**src/rtl/cmp_arbiter_pkg.sv**
```systemverilog
// rtl/cmp_arbiter_pkg.sv - shared types and constants for the two-requester compare arbiter
package cmp_arbiter_pkg;

  // Default operand width for the comparator datapath
  localparam int unsigned DATA_W_DEF = 32;

  // Width of the optional per-requester grant counters
  localparam int unsigned STATS_W = 16;

  // Arbiter FSM: accept a request, compare, hold the response
  typedef enum logic [1:0] {
    IDLE = 2'd0,
    CMP  = 2'd1,
    RESP = 2'd2
  } state_e;

  // One-hot grant for a requester index
  function automatic logic [1:0] id_to_onehot(input logic id);
    return id ? 2'b10 : 2'b01;
  endfunction

endpackage

```
**src/rtl/cmp_arbiter_cmp_unit.sv**
```systemverilog
// rtl/cmp_arbiter_cmp_unit.sv - combinational signed/unsigned magnitude comparator
module cmp_unit
  import cmp_arbiter_pkg::*;
#(
  parameter int unsigned DATA_W = DATA_W_DEF
) (
  input  logic [DATA_W-1:0] a_i,
  input  logic [DATA_W-1:0] b_i,
  input  logic              uns_i,
  output logic              eq_o,
  output logic              lt_o,
  output logic              gt_o
);

  logic sign_diff;
  logic raw_lt;

  // Signed order is decided by the sign bits when they differ; with equal
  // signs the raw two's complement bit patterns order the same way as values.
  always_comb begin
    sign_diff = a_i[DATA_W-1] ^ b_i[DATA_W-1];
    raw_lt    = (a_i < b_i);
    eq_o      = (a_i == b_i);
    if (uns_i || !sign_diff) begin
      lt_o = raw_lt;
    end else begin
      lt_o = a_i[DATA_W-1];
    end
    gt_o = !eq_o && !lt_o;
  end

endmodule

```
**src/rtl/cmp_arbiter.sv**
```systemverilog
// rtl/cmp_arbiter.sv - two-requester round-robin compare arbiter; optional grant counters under CMP_ARBITER_STATS_EN
module cmp_arbiter
  import cmp_arbiter_pkg::*;
#(
  parameter int unsigned DATA_W = DATA_W_DEF
) (
  input  logic              clk_i,
  input  logic              rst_ni,
  input  logic [1:0]        req_valid_i,
  output logic [1:0]        req_ready_o,
  input  logic [DATA_W-1:0] req0_a_i,
  input  logic [DATA_W-1:0] req0_b_i,
  input  logic [DATA_W-1:0] req1_a_i,
  input  logic [DATA_W-1:0] req1_b_i,
  input  logic [1:0]        req_uns_i,
  output logic              rsp_valid_o,
  input  logic              rsp_ready_i,
  output logic              rsp_id_o,
  output logic              rsp_eq_o,
  output logic              rsp_lt_o,
  output logic              rsp_gt_o
`ifdef CMP_ARBITER_STATS_EN
  ,
  output logic [STATS_W-1:0] grant_cnt0_o,
  output logic [STATS_W-1:0] grant_cnt1_o
`endif
);

  state_e            state_q;
  logic              prio_q;       // requester favoured when both are valid
  logic [DATA_W-1:0] a_q;
  logic [DATA_W-1:0] b_q;
  logic              uns_q;
  logic              id_q;
  logic              rsp_valid_q;
  logic              eq_q;
  logic              lt_q;
  logic              gt_q;

  logic [1:0]        grant;
  logic              fire;
  logic              fire_id;
  logic              eq_c;
  logic              lt_c;
  logic              gt_c;

  // Grant selection: a lone requester wins, a tie goes to the favoured one
  always_comb begin
    grant = 2'b00;
    case (req_valid_i)
      2'b01:   grant = 2'b01;
      2'b10:   grant = 2'b10;
      2'b11:   grant = id_to_onehot(prio_q);
      default: grant = 2'b00;
    endcase
  end

  // Accept only in IDLE and never while reset is held
  always_comb begin
    req_ready_o = (rst_ni && (state_q == IDLE)) ? grant : 2'b00;
    fire        = |(req_valid_i & req_ready_o);
    fire_id     = req_ready_o[1];
  end

  cmp_unit #(
    .DATA_W (DATA_W)
  ) u_cmp_unit (
    .a_i   (a_q),
    .b_i   (b_q),
    .uns_i (uns_q),
    .eq_o  (eq_c),
    .lt_o  (lt_c),
    .gt_o  (gt_c)
  );

  // Arbiter FSM: latch the winner's request, register the compare, hold until consumed
  always_ff @(posedge clk_i or negedge rst_ni) begin
    if (!rst_ni) begin
      state_q     <= IDLE;
      prio_q      <= 1'b0;
      a_q         <= '0;
      b_q         <= '0;
      uns_q       <= 1'b0;
      id_q        <= 1'b0;
      rsp_valid_q <= 1'b0;
      eq_q        <= 1'b0;
      lt_q        <= 1'b0;
      gt_q        <= 1'b0;
    end else begin
      case (state_q)
        IDLE: begin
          if (fire) begin
            a_q     <= fire_id ? req1_a_i : req0_a_i;
            b_q     <= fire_id ? req1_b_i : req0_b_i;
            uns_q   <= req_uns_i[fire_id];
            id_q    <= fire_id;
            prio_q  <= ~fire_id;
            state_q <= CMP;
          end
        end
        CMP: begin
          eq_q        <= eq_c;
          lt_q        <= lt_c;
          gt_q        <= gt_c;
          rsp_valid_q <= 1'b1;
          state_q     <= RESP;
        end
        RESP: begin
          if (rsp_ready_i) begin
            rsp_valid_q <= 1'b0;
            state_q     <= IDLE;
          end
        end
        default: begin
          rsp_valid_q <= 1'b0;
          state_q     <= IDLE;
        end
      endcase
    end
  end

  assign rsp_valid_o = rsp_valid_q;
  assign rsp_id_o    = id_q;
  assign rsp_eq_o    = eq_q;
  assign rsp_lt_o    = lt_q;
  assign rsp_gt_o    = gt_q;

`ifdef CMP_ARBITER_STATS_EN
  logic [STATS_W-1:0] cnt0_q;
  logic [STATS_W-1:0] cnt1_q;

  // Per-requester transfer counters, wrapping naturally at full scale
  always_ff @(posedge clk_i or negedge rst_ni) begin
    if (!rst_ni) begin
      cnt0_q <= '0;
      cnt1_q <= '0;
    end else if (fire) begin
      if (fire_id) begin
        cnt1_q <= cnt1_q + 1'b1;
      end else begin
        cnt0_q <= cnt0_q + 1'b1;
      end
    end
  end

  assign grant_cnt0_o = cnt0_q;
  assign grant_cnt1_o = cnt1_q;
`endif

endmodule

```
**config.mk**
```make
export PLATFORM = sky130hd
export DESIGN_NAME = cmp_arbiter
export DESIGN_NICKNAME = d
export VERILOG_FILES = /design/src/rtl/cmp_arbiter_pkg.sv /design/src/rtl/cmp_arbiter_cmp_unit.sv /design/src/rtl/cmp_arbiter.sv
export SDC_FILE = /design/constraint.sdc
export NUM_CORES = 1
export LEC_CHECK = 0
export ABC_AREA = 1
export BUFFER_PORTS_ARGS = -buffer_cell sky130_fd_sc_hd__buf_2
export CAP_MARGIN = 10
export CORE_ASPECT_RATIO = 1.75
export CORE_MARGIN = 5
export CORE_UTILIZATION = 51
export CTS_BUF_LIST = sky130_fd_sc_hd__clkbuf_16
export DETAILED_ROUTE_END_ITERATION = 6
export HOLD_SLACK_MARGIN = 0.05
export PLACE_DENSITY = 0.81
export SLEW_MARGIN = 20
export SYNTH_ARGS = -nofsm -noshare
export SYNTH_HDL_FRONTEND = slang
export SYNTH_SLANG_ARGS = --single-unit
```
**constraint.sdc**
```tcl
create_clock -name clk_i -period 1.67 [get_ports clk_i]
set_input_delay 0.167 -clock clk_i [delete_from_list [all_inputs] [get_ports clk_i]]
set_output_delay 0.167 -clock clk_i [all_outputs]
set_load 0.005 [all_outputs]
```
Word level (Yosys, flattened, before mapping)

Index checks and enable logic that the tools add are counted.

Bits in registers: 73
Bits of input ports: 135
Logic and storage cells: 48

Reductions and logical operators: 11
Mux-type cells: 13
Bitwise logic cells: 4
Eq/ne operators: 8
Magnitude comparators: 2

Operator list:

| operator             | number |
|---|---|
| $mux W32             | 2 |
| $eq A32 B32 Y1       | 1 |
| $lt A32 B32 Y1       | 1 |
| $pmux W2 S3          | 2 |
| $mux W2              | 4 |
| $eq A2 B2 Y1 const B | 3 |
| $reduce_and A2 Y1    | 3 |
| $eq A2 B1 Y1 const B | 2 |
| $mux W1              | 4 |
| $ne A2 B2 Y1 const B | 2 |
| $logic_not A1 Y1     | 3 |
| $pmux W1 S3          | 1 |
| $and A2 B2 Y2        | 1 |
| $logic_and A1 B1 Y1  | 2 |
| $logic_not A2 Y1     | 1 |
| $lt A1 B2 Y1 const B | 1 |
| $not A1 Y1           | 2 |
| $reduce_or A2 Y1     | 1 |
| $logic_or A1 B1 Y1   | 1 |
| $xor A1 B1 Y1        | 1 |

Longest topological paths before layout

Word-level depth: 7
Gate-level depth with buffers: 14
Gate-level depth less buffers: 14

Hierarchy

From an unflattened synthesis, not the netlist that was laid out.

Cell total of the unflattened synthesis: 553
Area, all modules: 5337.6 um^2

By module, submodules not included:

| module      | sequential area each (um^2) | area each (um^2) | cells an instance | instances |
|---|---|---|---|---|
| cmp_arbiter | 1826.8                      | 4411.7           | 407               | 1 |
| cmp_unit    | 0.0                         | 925.9            | 146               | 1 |

Worst setup path before layout

No wires, ideal clock.

Path type: register -> register
Start point: register a_q[31]
End point: register lt_q (netlist: rsp_lt_o)
Clock period less this slack: 1483 ps
Library setup time: 116 ps
Path slack: 187 ps
Data arrival time: 1367 ps
Buffers on the path: 0
Stages on the path, launching flop included: 11
Cell sequence: dfrtp_1 > ha_1 > nand2_1 > nor2_1 > nand4_1 > nor2_1 > nand2_1 > nand4_1 > nand2_1 > nand2_1 > nand2_1

Cells in the longest elaborated chain, start to end: 4
Elaborated cells on any way between the ends: 5
Classes of those cells: 1 x order compare; 1 x mux; 1 x bitwise; 2 x reduce/logical

Ends and longest elaborated chain:

| item                                                                   | RTL line                   | RTL |
|---|---|---|
| from (decl)                                                            | cmp_arbiter.sv:31          | `logic [DATA_W-1:0] a_q;` |
| from (signal assigned)                                                 | cmp_arbiter.sv:93          | `a_q <= fire_id ? req1_a_i : req0_a_i;` |
| parallel branches: the longest is 3 deep, another holds $lt A32 B32 Y1 | n/a                        |  |
| $mux W1 *                                                              | cmp_arbiter_cmp_unit.sv:24 | `if (uns_i \|\| !sign_diff) begin` |
| to (signal assigned)                                                   | cmp_arbiter.sv:103         | `lt_q <= lt_c;` |
| to (decl)                                                              | cmp_arbiter.sv:37          | `logic lt_q;` |

Mark *: on every way between the ends.
A chain may end at the register's enable or synchronous reset.

Worst setup path after layout

Start point: register a_q[13]
End point: register lt_q (netlist: rsp_lt_o)

Cells in the longest elaborated chain, start to end: 2

Ends and longest elaborated chain:

| item           | RTL line                   | RTL |
|---|---|---|
| $lt A32 B32 Y1 | cmp_arbiter_cmp_unit.sv:22 | `raw_lt = (a_i < b_i);` |
| $mux W1        | cmp_arbiter_cmp_unit.sv:24 |  |

No other way between the ends.

==> impl_metrics.toml <==
[status]
status = "finished, violations left"
violations = "negative setup slack"

[clocking]
clk_latency_ns = 0.34
clock_sinks = 73
clock_path_buffers = 2
cts-buffers-inserted = 9
cts.clk_slew.worst_paths_ns = 0.06
cts_tree = "done"
htree_num_levels = 3
cts_root_buf = "clkbuf_16"

[yosys]
ys.warnings.count = 0
syn_area_um2 = 4120
synth_cell_types = 31
syn_nets = 680
synthCells = 513
synth-seq-cells = 73
muxShareOfSynthArea_pct = 0
syn_avg_cell_area_um2 = 8.04
synth_xor_xnor_area_share_pct = 0
synthAdderAreaFrac_pct = 9.71
synth-simple-area-share_pct = 23.8
yosysSeqAreaShare_pct = 44.3
synth_top_family_by_area = "simple AND/OR/NAND/NOR gates"
synth_compound_area_share_pct = 13.0

[placement]
port_buffers = 141
gp_congestion = 0.877
dp_hpwl_um = 8100
dpl_cell_area_um2 = 4880

[worst_setup_path]
critPathKind = "reg -> reg"
path_cells = "ha_4 -> nand2_4 -> nor2_4 -> nand4_1 -> nor2_1 -> nand2_1 -> nand4_1 -> nand2_1 -> nand2_1 -> nand2_1"
rrSetupSlack_ns = -0.02
cp_common_cell = "nand2_1"
ff2ff_path_depth = 10
r2r-end = "rsp_lt_o$_DFFE_PN0P_"
crit_path_end_kind = "flop"
reg2reg_from = "a_q[13]$_DFFE_PN0P_"
slowest_stage = "dfrtp_1"
arrival_ns = 1.92
max_stage_delay_ns = 0.41
cp_max_fo = 2
required_ns = 1.90
startpoint_type = "flop"

[route]
drt-total-wl_um = 13300
dr.pass1.iters = 5
drt_iter0_markers = 238
route.detailed.drc = 0
vias = 4257
vias_per_cell = 5.38
drtAntennaViolNets = 0
post_drt_wl_per_cell_um = 16.9

[power_and_ir_drop]
ir_drop_uv = 985
cellPowerDensity_nw_per_um2 = 1570
power.share.sequential_pct = 32.2
internal_power_uw = 5780
clockPowerShare_pct = 21.8
switching_share_pct = 37.9
pwr-share-comb_pct = 46.0
finalPower_uw = 9300
p_leak_uw = 0.00302
power_switching_uw = 3520

[global_routing]
grt_pass1_wl_um = 19400
grt_usage_pct = 25.0
grt_antenna_before_repair = 0
overflow = 0
grt_pass1_vias = 4330
grt_max_degree = 74

[finish]
fin_area_um2 = 5900
final_core_util_pct = 74.6
drive_gt1_share_pct = 30.8
fin_nets = 863
most-common-layout-cells = "nand2_1 (156), buf_2 (140), dfrtp_1 (73), inv_1 (48), nor2_1 (36)"
antenna_cells = 0
final_common_cell = "nand2_1"
area_growth_syn_to_layout_pct = 43.1
fill_cells = 555

[hold_path]
hold_class = "in -> async"

[sta]
max_freq_mhz = 592
maxSlewHeadroom_pct = 39.5
maxSlewViolCount = 0
period_share_pct = 101
totalNegativeSetupSlack_ns = -0.0206
setup_viol = 1
rsz0062_at_grt = "true"
layout_min_cycle_time_ns = 1.69
holdWs_ns = 0.0511
hold_violations = 0
worst_slack_ns = -0.0206
tightest_slew_ns = 0.908
final.setup_skew_ns = 0.00545

[floorplan]
die-area_um2 = 10100
rows = 43
dieWidth_um = 78.0
ios = 142
start_util_pct = 52.1
die_h_um = 129
core_area_um2 = 7910

[run]
maxCapViolations = 0
## cell type report
cell class	instances	area (µm²)	area share [%]
multi-input combinational	362	2100	35.7
clock inverter	7	85.1	1.44
inverter	55	214	3.62
sequential	73	1830	30.9
clock buffer	9	225	3.82
tap	90	113	1.91
timing repair buffer	195	1340	22.6
## registers in the layout (all words and copies together), names as in the netlist
signal and count:
uns_q 1, rsp_gt_o 1, rsp_lt_o 1, state_q 2, b_q 32, rsp_id_o 1, rsp_valid_o 1, rsp_eq_o 1
prio_q 1, a_q 32
## metrics by stage
stage                     instances  setup WS [ns]
after floorplan                 513          0.187
after global placement          730         0.0610
after detailed placement        730        -0.0205
after CTS                       783       -0.00549
after global routing            791         -0.139
final                           791        -0.0206
## worst max-delay path: cells and delay by family (launching register included)
family / cells / cell delay, ns
adder cells (fa/ha/maj): 1 / 0.30
flip-flops: 1 / 0.41
AND/OR/NAND/NOR: 9 / 0.85
## Yosys cell counts, drive strengths merged
| cell | count | area [µm²] |
|---|---|---|
| nand2 | 165 | 622 |
| buf | 23 | 170 |
| a21boi | 1 | 18.8 |
| dfrtp | 73 | 1830 |
| o21bai | 1 | 7.51 |
| nand3 | 28 | 140 |
| nor3 | 2 | 10.0 |
| nand4 | 3 | 18.8 |
| o211ai | 15 | 118 |
| o21ai | 40 | 215 |
| o22ai | 18 | 119 |
| a21oi | 9 | 45.0 |
| ha | 32 | 400 |
| o21a | 1 | 7.51 |
| a21o | 1 | 7.51 |
| nor3b | 1 | 7.51 |
| nor2 | 44 | 175 |
| or2 | 1 | 6.26 |
| inv | 55 | 209 |
## per-layer routing
layer | vias to the layer above | track usage, % | wire (µm)
li1 | 2042 | - | -
met1 | 1995 | 26.1 | 4610
met2 | 170 | 45.8 | 7310
met3 | 50 | 6.09 | 745
met4 | 0 | 12.0 | 666
met5 | - | 0 | 0
## worst max-delay path by stage
stage | startpoint | endpoint | slack, ns | depth (start not counted)
floorplan | a_q[31]$_DFFE_PN0P_ | rsp_lt_o$_DFFE_PN0P_ | 0.19 | 10
global placement | a_q[23]$_DFFE_PN0P_ | rsp_lt_o$_DFFE_PN0P_ | 0.06 | 10
finish | a_q[13]$_DFFE_PN0P_ | rsp_lt_o$_DFFE_PN0P_ | -0.02 | 10
global route | a_q[20]$_DFFE_PN0P_ | rsp_lt_o$_DFFE_PN0P_ | -0.14 | 10
detailed placement | a_q[23]$_DFFE_PN0P_ | rsp_lt_o$_DFFE_PN0P_ | -0.02 | 10
CTS | state_q[0]$_DFFE_PN0P_ | req_ready_o[1] | -0.005 | 7
## power groups by stage
stage | Clock [µW] | Combinational [µW] | Sequential, µW
6_report | 2030 | 4280 | 2990
5_1_grt | 2130 | 4850 | 3070
4_1_cts | 2050 | 3560 | 2930
3_5_place_dp | 0 | 3350 | 2960
3_3_place_gp | 0 | 3250 | 2920
2_1_floorplan | 0 | 2470 | 2850
## kinds of logic after synthesis
| logic type | after synthesis |
|---|---|
| fa+ha+maj | 32 |
| compound gates | 86 |
| flops | 73 |
| simple gates | 244 |
| buf+inv | 78 |
## what timing repair did
item                                   4_1_cts  5_1_grt
endpoints found under the hold margin       21        0
setup endpoints to repair                    3        9
resized for setup                            7       36
pin swaps                                    1       21
setup buffers                                2        6
gates cloned                                 2        2
hold buffers                                33        0
Note: power is estimated with default switching activity, not from simulation.
